`config.mk`:
```
export PLATFORM = sky130hd
export DESIGN_NAME = ps2_cmd_ctl
export DESIGN_NICKNAME = d
export VERILOG_FILES = /design/src/rtl/ps2_cmd_ctl.sv
export SDC_FILE = /design/constraint.sdc
export NUM_CORES = 1
export LEC_CHECK = 0
export ABC_AREA = 1
export CAP_MARGIN = 30
export CORE_MARGIN = 3
export CORE_UTILIZATION = 54
export CTS_CLUSTER_DIAMETER = 200
export DETAILED_ROUTE_END_ITERATION = 8
export PLACE_DENSITY = 0.81
export SLEW_MARGIN = 20
export SYNTH_ARGS = -nofsm -noshare
export SYNTH_HDL_FRONTEND = slang
export SYNTH_SLANG_ARGS = --single-unit
```
`constraint.sdc`:
```
create_clock -name clk -period 1.93 [get_ports clk]
set_input_delay 0.386 -clock clk [delete_from_list [all_inputs] [get_ports clk]]
set_output_delay 0.386 -clock clk [all_outputs]
set_load 0.02 [all_outputs]
```
`src/rtl/ps2_cmd_ctl.sv`:
```
// ps2_cmd_ctl: host-side command sequencer placed in front of ps2_send.
//
// Two requesters share the PS/2 transmit path. The arbiter alternates
// between them when both are active. The granted command byte goes to
// ps2_send. The controller then waits for the device response. On a
// resend (0xFE) it transmits the same byte again. The granted requester
// gets a one-cycle done pulse together with a status code.
//
// Ports:
//   clk        system clock
//   reset      synchronous, active-high reset
//   req0/cmd0  requester 0 request level and command byte
//   done0      one-cycle completion pulse to requester 0
//   req1/cmd1  requester 1 request level and command byte
//   done1      one-cycle completion pulse to requester 1
//   err        status, valid with doneN: 00 ok, 01 retries exhausted, 10 timeout
//   ctl_busy   high whenever the sequencer is not idle
//   send       one-cycle start pulse to ps2_send
//   code       byte to ps2_send, held from SEND until the return to IDLE
//   tx_busy    ps2_send is transmitting
//   tx_rdy     ps2_send is idle and can accept a byte
//   rx_strobe  valid pulse from the PS/2 receiver
//   rx_code    received byte, valid with rx_strobe
//
// CNT_W must satisfy 2**CNT_W > ACK_TIMEOUT.
module ps2_cmd_ctl #(
   parameter int MAX_RETRY   = 3,
   parameter int ACK_TIMEOUT = 250000,
   parameter int CNT_W       = 20
) (
   input  logic       clk,
   input  logic       reset,
   input  logic       req0,
   input  logic [7:0] cmd0,
   output logic       done0,
   input  logic       req1,
   input  logic [7:0] cmd1,
   output logic       done1,
   output logic [1:0] err,
   output logic       ctl_busy,
   output logic       send,
   output logic [7:0] code,
   input  logic       tx_busy,
   input  logic       tx_rdy,
   input  logic       rx_strobe,
   input  logic [7:0] rx_code
);

   localparam int RW = (MAX_RETRY > 0) ? $clog2(MAX_RETRY + 1) : 1;
   localparam logic [CNT_W-1:0] T_LAST = CNT_W'(ACK_TIMEOUT - 1);
   localparam logic [RW-1:0]    R_MAX  = RW'(MAX_RETRY);

   localparam logic [7:0] BYTE_ACK    = 8'hFA;
   localparam logic [7:0] BYTE_RESEND = 8'hFE;

   localparam logic [1:0] ERR_OK      = 2'b00;
   localparam logic [1:0] ERR_RETRY   = 2'b01;
   localparam logic [1:0] ERR_TIMEOUT = 2'b10;

   typedef enum logic [2:0] {
      IDLE,
      GRANT,
      SEND,
      WAIT_BUSY,
      WAIT_DONE,
      WAIT_ACK,
      FINISH
   } state_t;

   state_t           state;
   logic             gnt;        // 0 = requester 0, 1 = requester 1
   logic             rr_last;    // last granted requester, drives tie-break
   logic [RW-1:0]    retry_cnt;
   logic [CNT_W-1:0] timer;

   // NOTE: every register here is assigned with <= so that all of them
   // update together on the clock edge, whatever the order of the statements.
   always_ff @(posedge clk) begin
      if (reset) begin
         state     <= IDLE;
         gnt       <= 1'b0;
         rr_last   <= 1'b1;
         retry_cnt <= '0;
         timer     <= '0;
         send      <= 1'b0;
         code      <= 8'h00;
         done0     <= 1'b0;
         done1     <= 1'b0;
         err       <= ERR_OK;
         ctl_busy  <= 1'b0;
      end else begin
         // Pulse outputs default low here. Each state then raises only the
         // pulses it needs for exactly one cycle.
         send  <= 1'b0;
         done0 <= 1'b0;
         done1 <= 1'b0;

         case (state)
            IDLE: begin
               if ((req0 | req1) & tx_rdy) begin
                  if (req0 & req1) begin
                     // Tie: the requester that was not served last wins.
                     gnt  <= ~rr_last;
                     code <= rr_last ? cmd0 : cmd1;
                  end else if (req0) begin
                     gnt  <= 1'b0;
                     code <= cmd0;
                  end else begin
                     gnt  <= 1'b1;
                     code <= cmd1;
                  end
                  retry_cnt <= '0;
                  ctl_busy  <= 1'b1;
                  state     <= GRANT;
               end
            end

            GRANT: begin
               rr_last <= gnt;
               send    <= 1'b1;      // send is high during SEND
               state   <= SEND;
            end

            SEND: begin
               timer <= '0;
               state <= WAIT_BUSY;
            end

            WAIT_BUSY: begin
               if (tx_busy) begin
                  state <= WAIT_DONE;
               end else if (timer == T_LAST) begin
                  err   <= ERR_TIMEOUT;
                  done0 <= ~gnt;
                  done1 <= gnt;
                  state <= FINISH;
               end else begin
                  timer <= timer + 1'b1;  // stops at T_LAST, so it never wraps
               end
            end

            WAIT_DONE: begin
               // ps2_send bounds its own frame time, so there is no timeout here.
               if (!tx_busy) begin
                  timer <= '0;
                  state <= WAIT_ACK;
               end
            end

            WAIT_ACK: begin
               // A received byte takes priority over a timeout in the same cycle.
               if (rx_strobe && rx_code == BYTE_ACK) begin
                  err   <= ERR_OK;
                  done0 <= ~gnt;
                  done1 <= gnt;
                  state <= FINISH;
               end else if (rx_strobe && rx_code == BYTE_RESEND) begin
                  if (retry_cnt < R_MAX) begin
                     retry_cnt <= retry_cnt + 1'b1;
                     send      <= 1'b1;
                     state     <= SEND;
                  end else begin
                     err   <= ERR_RETRY;
                     done0 <= ~gnt;
                     done1 <= gnt;
                     state <= FINISH;
                  end
               end else if (timer == T_LAST) begin
                  err   <= ERR_TIMEOUT;
                  done0 <= ~gnt;
                  done1 <= gnt;
                  state <= FINISH;
               end else begin
                  timer <= timer + 1'b1;
               end
            end

            FINISH: begin
               ctl_busy <= 1'b0;
               state    <= IDLE;
            end

            default: begin
               ctl_busy <= 1'b0;
               state    <= IDLE;
            end
         endcase
      end
   end

endmodule
```
==> results.md <==
* Synthesis-to-finish area growth at 28.76%
* Hold Path Depth at 2
* DR WL met3 at 493 um
* Crit path DAT at 1990 ps
* Syn. warnings at 0
* Routed vias/inst at 5.286
* # nets final at 528
* Crit end category: flop
* Worst skew pair latency at 300 ps
* Worst Skew at 6.679 ps
* Flops & latches, synth at 41
* EDFF count, synth at 0
* Placeable Area at 4755 um2
* Die area at 5852 um2
* Slew @ Worst Pin at 486.8 ps
* Worst vdd ir at 0.0005331 V
* Critical Path Stages at 9
* MaxCap Viol Count at 0
* Number of hold buffers added after CTS at 0
* CP Class: reg -> reg
* CTS tree: done
* Wl on met1 at 2950 um
* Drt pass-1 iters at 5
* CTS sink count at 41
* I/O pins at 45
* Vias in the first global route at 2722
* Post-synthesis async set-or-reset flop share at 0%
* R2R cell count at 9
* Global route overflow at 0
* H-tree Lvls at 2
* Final hold vios at 0
* CP bufs+invs at 1
* Status: complete, no violations
* Leak at 0.001300 uW
* Worst hold path class: reg -> reg
* Hold path startpoint: gnt$_SDFFE_PP0P_
* Final Wtd Congestion at 0.9274
* Die W at 76.50 um
* CTS Buffer Depth at 2
* Synth Cell Area at 2684 um2
* Worst Path Required at 2150 ps
* RSZ-0062 raised after global routing: yes
* Min Hold Slack at 466.2 ps
* Wire per inst at 12.45 um
* Worst rel slew slack at 67.47%
* Placed cells at 553
* Crit path from: timer[0]$_SDFFE_PP0P_
* CTS buffer count at 5
* GR Util All Layers at 24.11%
* Post-route antenna net violation count at 0
* Core Rows at 25
* Die Span Y at 76.50 um
* Pwr Density at 648.3 nW/um2
* Wire length on met2 at 3408 um
* Clk root buf: clkbuf_8
* Final Setup Violations at 0
* Initial Utilization at 56.45%
* Top FF cell, synth: dfxtp_1
* Routed WL at 6998 um
* Tot Pwr at 2240 uW
* Critical Path Fanout Max at 9
* Slowest CP cell: dfxtp_1
* Most used cell, CP: nor2_4
* Ratio of cells with drive above 1 in the final layout at 13.74%
* Dpl hpwl at 5129 um
* # diodes at 0
* Max-slew violations at 0
* R2r startpoint: timer[0]$_SDFFE_PP0P_
* Cell family with most CP delay: simple AND/OR/NAND/NOR gates
* Non-filler instance count after layout at 562
* Seq/Total Area, Yosys at 30.58%
* Iter 0 DRT Violations at 217
* Synth unique cells at 32
* Total number of vias at 2971
* Synthesized Nets at 463
* # DRC at 0
* Clk slew on worst S/H paths at 80 ps
* Largest net degree at the start of global routing at 25
* Fmax at 566.5 MHz
* Final Cycle Share at 91.47%
* Max layer used: met4
* Synth Instances at 429
* First-pass GRT wire length at 11760 um
* Initial antenna violation count at 0
* Critical Path Max Stage Delay at 340 ps
* Critical Path Source Type: flop
* CP Cell Sequence: ha_1, nand2_2, nor2_4, inv_2, nor2_4, nand4_2, nand3_2, nand2_1, a21oi_1
* PortBufs at 44
* Tmin final at 1765 ps
* Mean Syn Cell Area at 6.256 um2
[routing by layer]
metal	GRT usage, %	up-vias
met5	0	-
li1	-	1522
met4	8.152	0
met2	43.41	115
met3	5.437	19
met1	27.99	1315
[cell usage in the layout, fill, tap and decap left out, types with 2 or more instances in the layout]
cell type and count:
nand2_1 123, nor2_1 62, clkdlybuf4s50_1 44, dfxtp_1 41
inv_1 37, a21oi_1 37, buf_4 26, nand3_1 20
o21ai_0 19, nor3_1 11, a21oi_2 10, inv_2 7
a31oi_1 7, xor2_1 6, clkbuf_8 6, nor2_2 4
nand2_2 4, nand4_1 4, nor2_4 3, and2_1 3
ha_1 3, nand3_4 2, nand3_2 2, nand3b_1 2
nor3b_1 2, xnor2_1 2
[synth_stat cells, types with 3 or more instances]
| cell | number | area share (%) |
|---|---|---|
| ha_1 | 3 | 1.4 |
| clkbuf_1 | 6 | 0.84 |
| buf_2 | 3 | 0.56 |
| nand3_1 | 20 | 3.7 |
| a21oi_2 | 10 | 3.3 |
| inv_2 | 7 | 0.98 |
| a31oi_1 | 7 | 1.6 |
| nand2_1 | 123 | 17 |
| nor3_1 | 11 | 2.1 |
| nor2_1 | 62 | 8.7 |
| and2_1 | 3 | 0.70 |
| nand4_1 | 4 | 0.93 |
| nand2_2 | 4 | 0.93 |
| dfxtp_1 | 41 | 31 |
| xor2_1 | 6 | 2.0 |
| a21oi_1 | 37 | 6.9 |
| inv_1 | 37 | 5.2 |
| nor2_2 | 5 | 1.2 |
| o21ai_0 | 19 | 3.5 |
| buf_6 | 4 | 1.7 |
[metrics by stage]
stage | worst slack, ps | setup TNS [ps] | instance area, um2 | utilization, %
after global routing | -6.506 | -10.86 | 3456 | 72.68
after CTS | 167.0 | 0 | 3446 | 72.47
after detailed placement | -361.4 | -7072 | 3321 | 69.84
after floorplan | 275.6 | 0 | 2684 | -
final | 164.6 | 0 | 3456 | 72.68
after global placement | -275.8 | -5185 | 3321 | 69.84
[state kept, by name, indices dropped and copies added, names as in the netlist]
register   count
rr_last        1
done1          1
code           8
ctl_busy       1
done0          1
err            2
timer         20
state          3
retry_cnt      2
gnt            1
send           1
[power breakdown]
part	internal, uW	total, uW	switching (uW)
registers	899	935	36.3
clock network	421	737	316
logic	237	568	331
total	1560	2240	684
[path summary, 6_finish.rpt]
| check | endpoint | slack, ps |
|---|---|---|
| setup reg to reg | timer[4]$_SDFFE_PP0P_ | 160 |
| setup / recovery | timer[4]$_SDFFE_PP0P_ | 160 |
| hold / removal | done1$_SDFF_PP0_ | 470 |
| hold reg to reg | done1$_SDFF_PP0_ | 470 |
[final cells by class]
class	instances	area, um2
multi-input cells	332	1630
fillers	404	1299
repair buffers	70	635.6
clock inverters	2	37.54
well taps	67	83.83
clock buffers	6	82.58
flip-flops and latches	41	820.8
inverters	44	165.2
[worst reg2reg max path, stage by stage (launching register included)]
cell and delay (ps):
dfxtp_1 340, ha_1 180, nand2_2 80, nor2_4 160, inv_2 80, nor2_4 170
nand4_2 190, nand3_2 250, nand2_1 80, a21oi_1 160
[cell families (layout without fill, tap and decap cells)]
family / count (synthesis) / in the layout / share of synthesized area [%]
AO/OA/AOI/OAI: 77 / 77 / 16.41
XOR/XNOR: 8 / 8 / 2.611
adder cells (fa/ha/maj): 3 / 3 / 1.399
buffers and inverters: 57 / 122 / 9.230
flip-flops: 41 / 41 / 30.58
AND/OR/NAND/NOR: 243 / 244 / 39.77
[repair_timing]
item / CTS / global route
pin swaps: 0 / 0
gates cloned: 0 / 1
gates resized for setup: 1 / 1
endpoints found under the setup margin: 20 / 3
setup buffers: 0 / 0
Power figures use the tool's default switching activity.
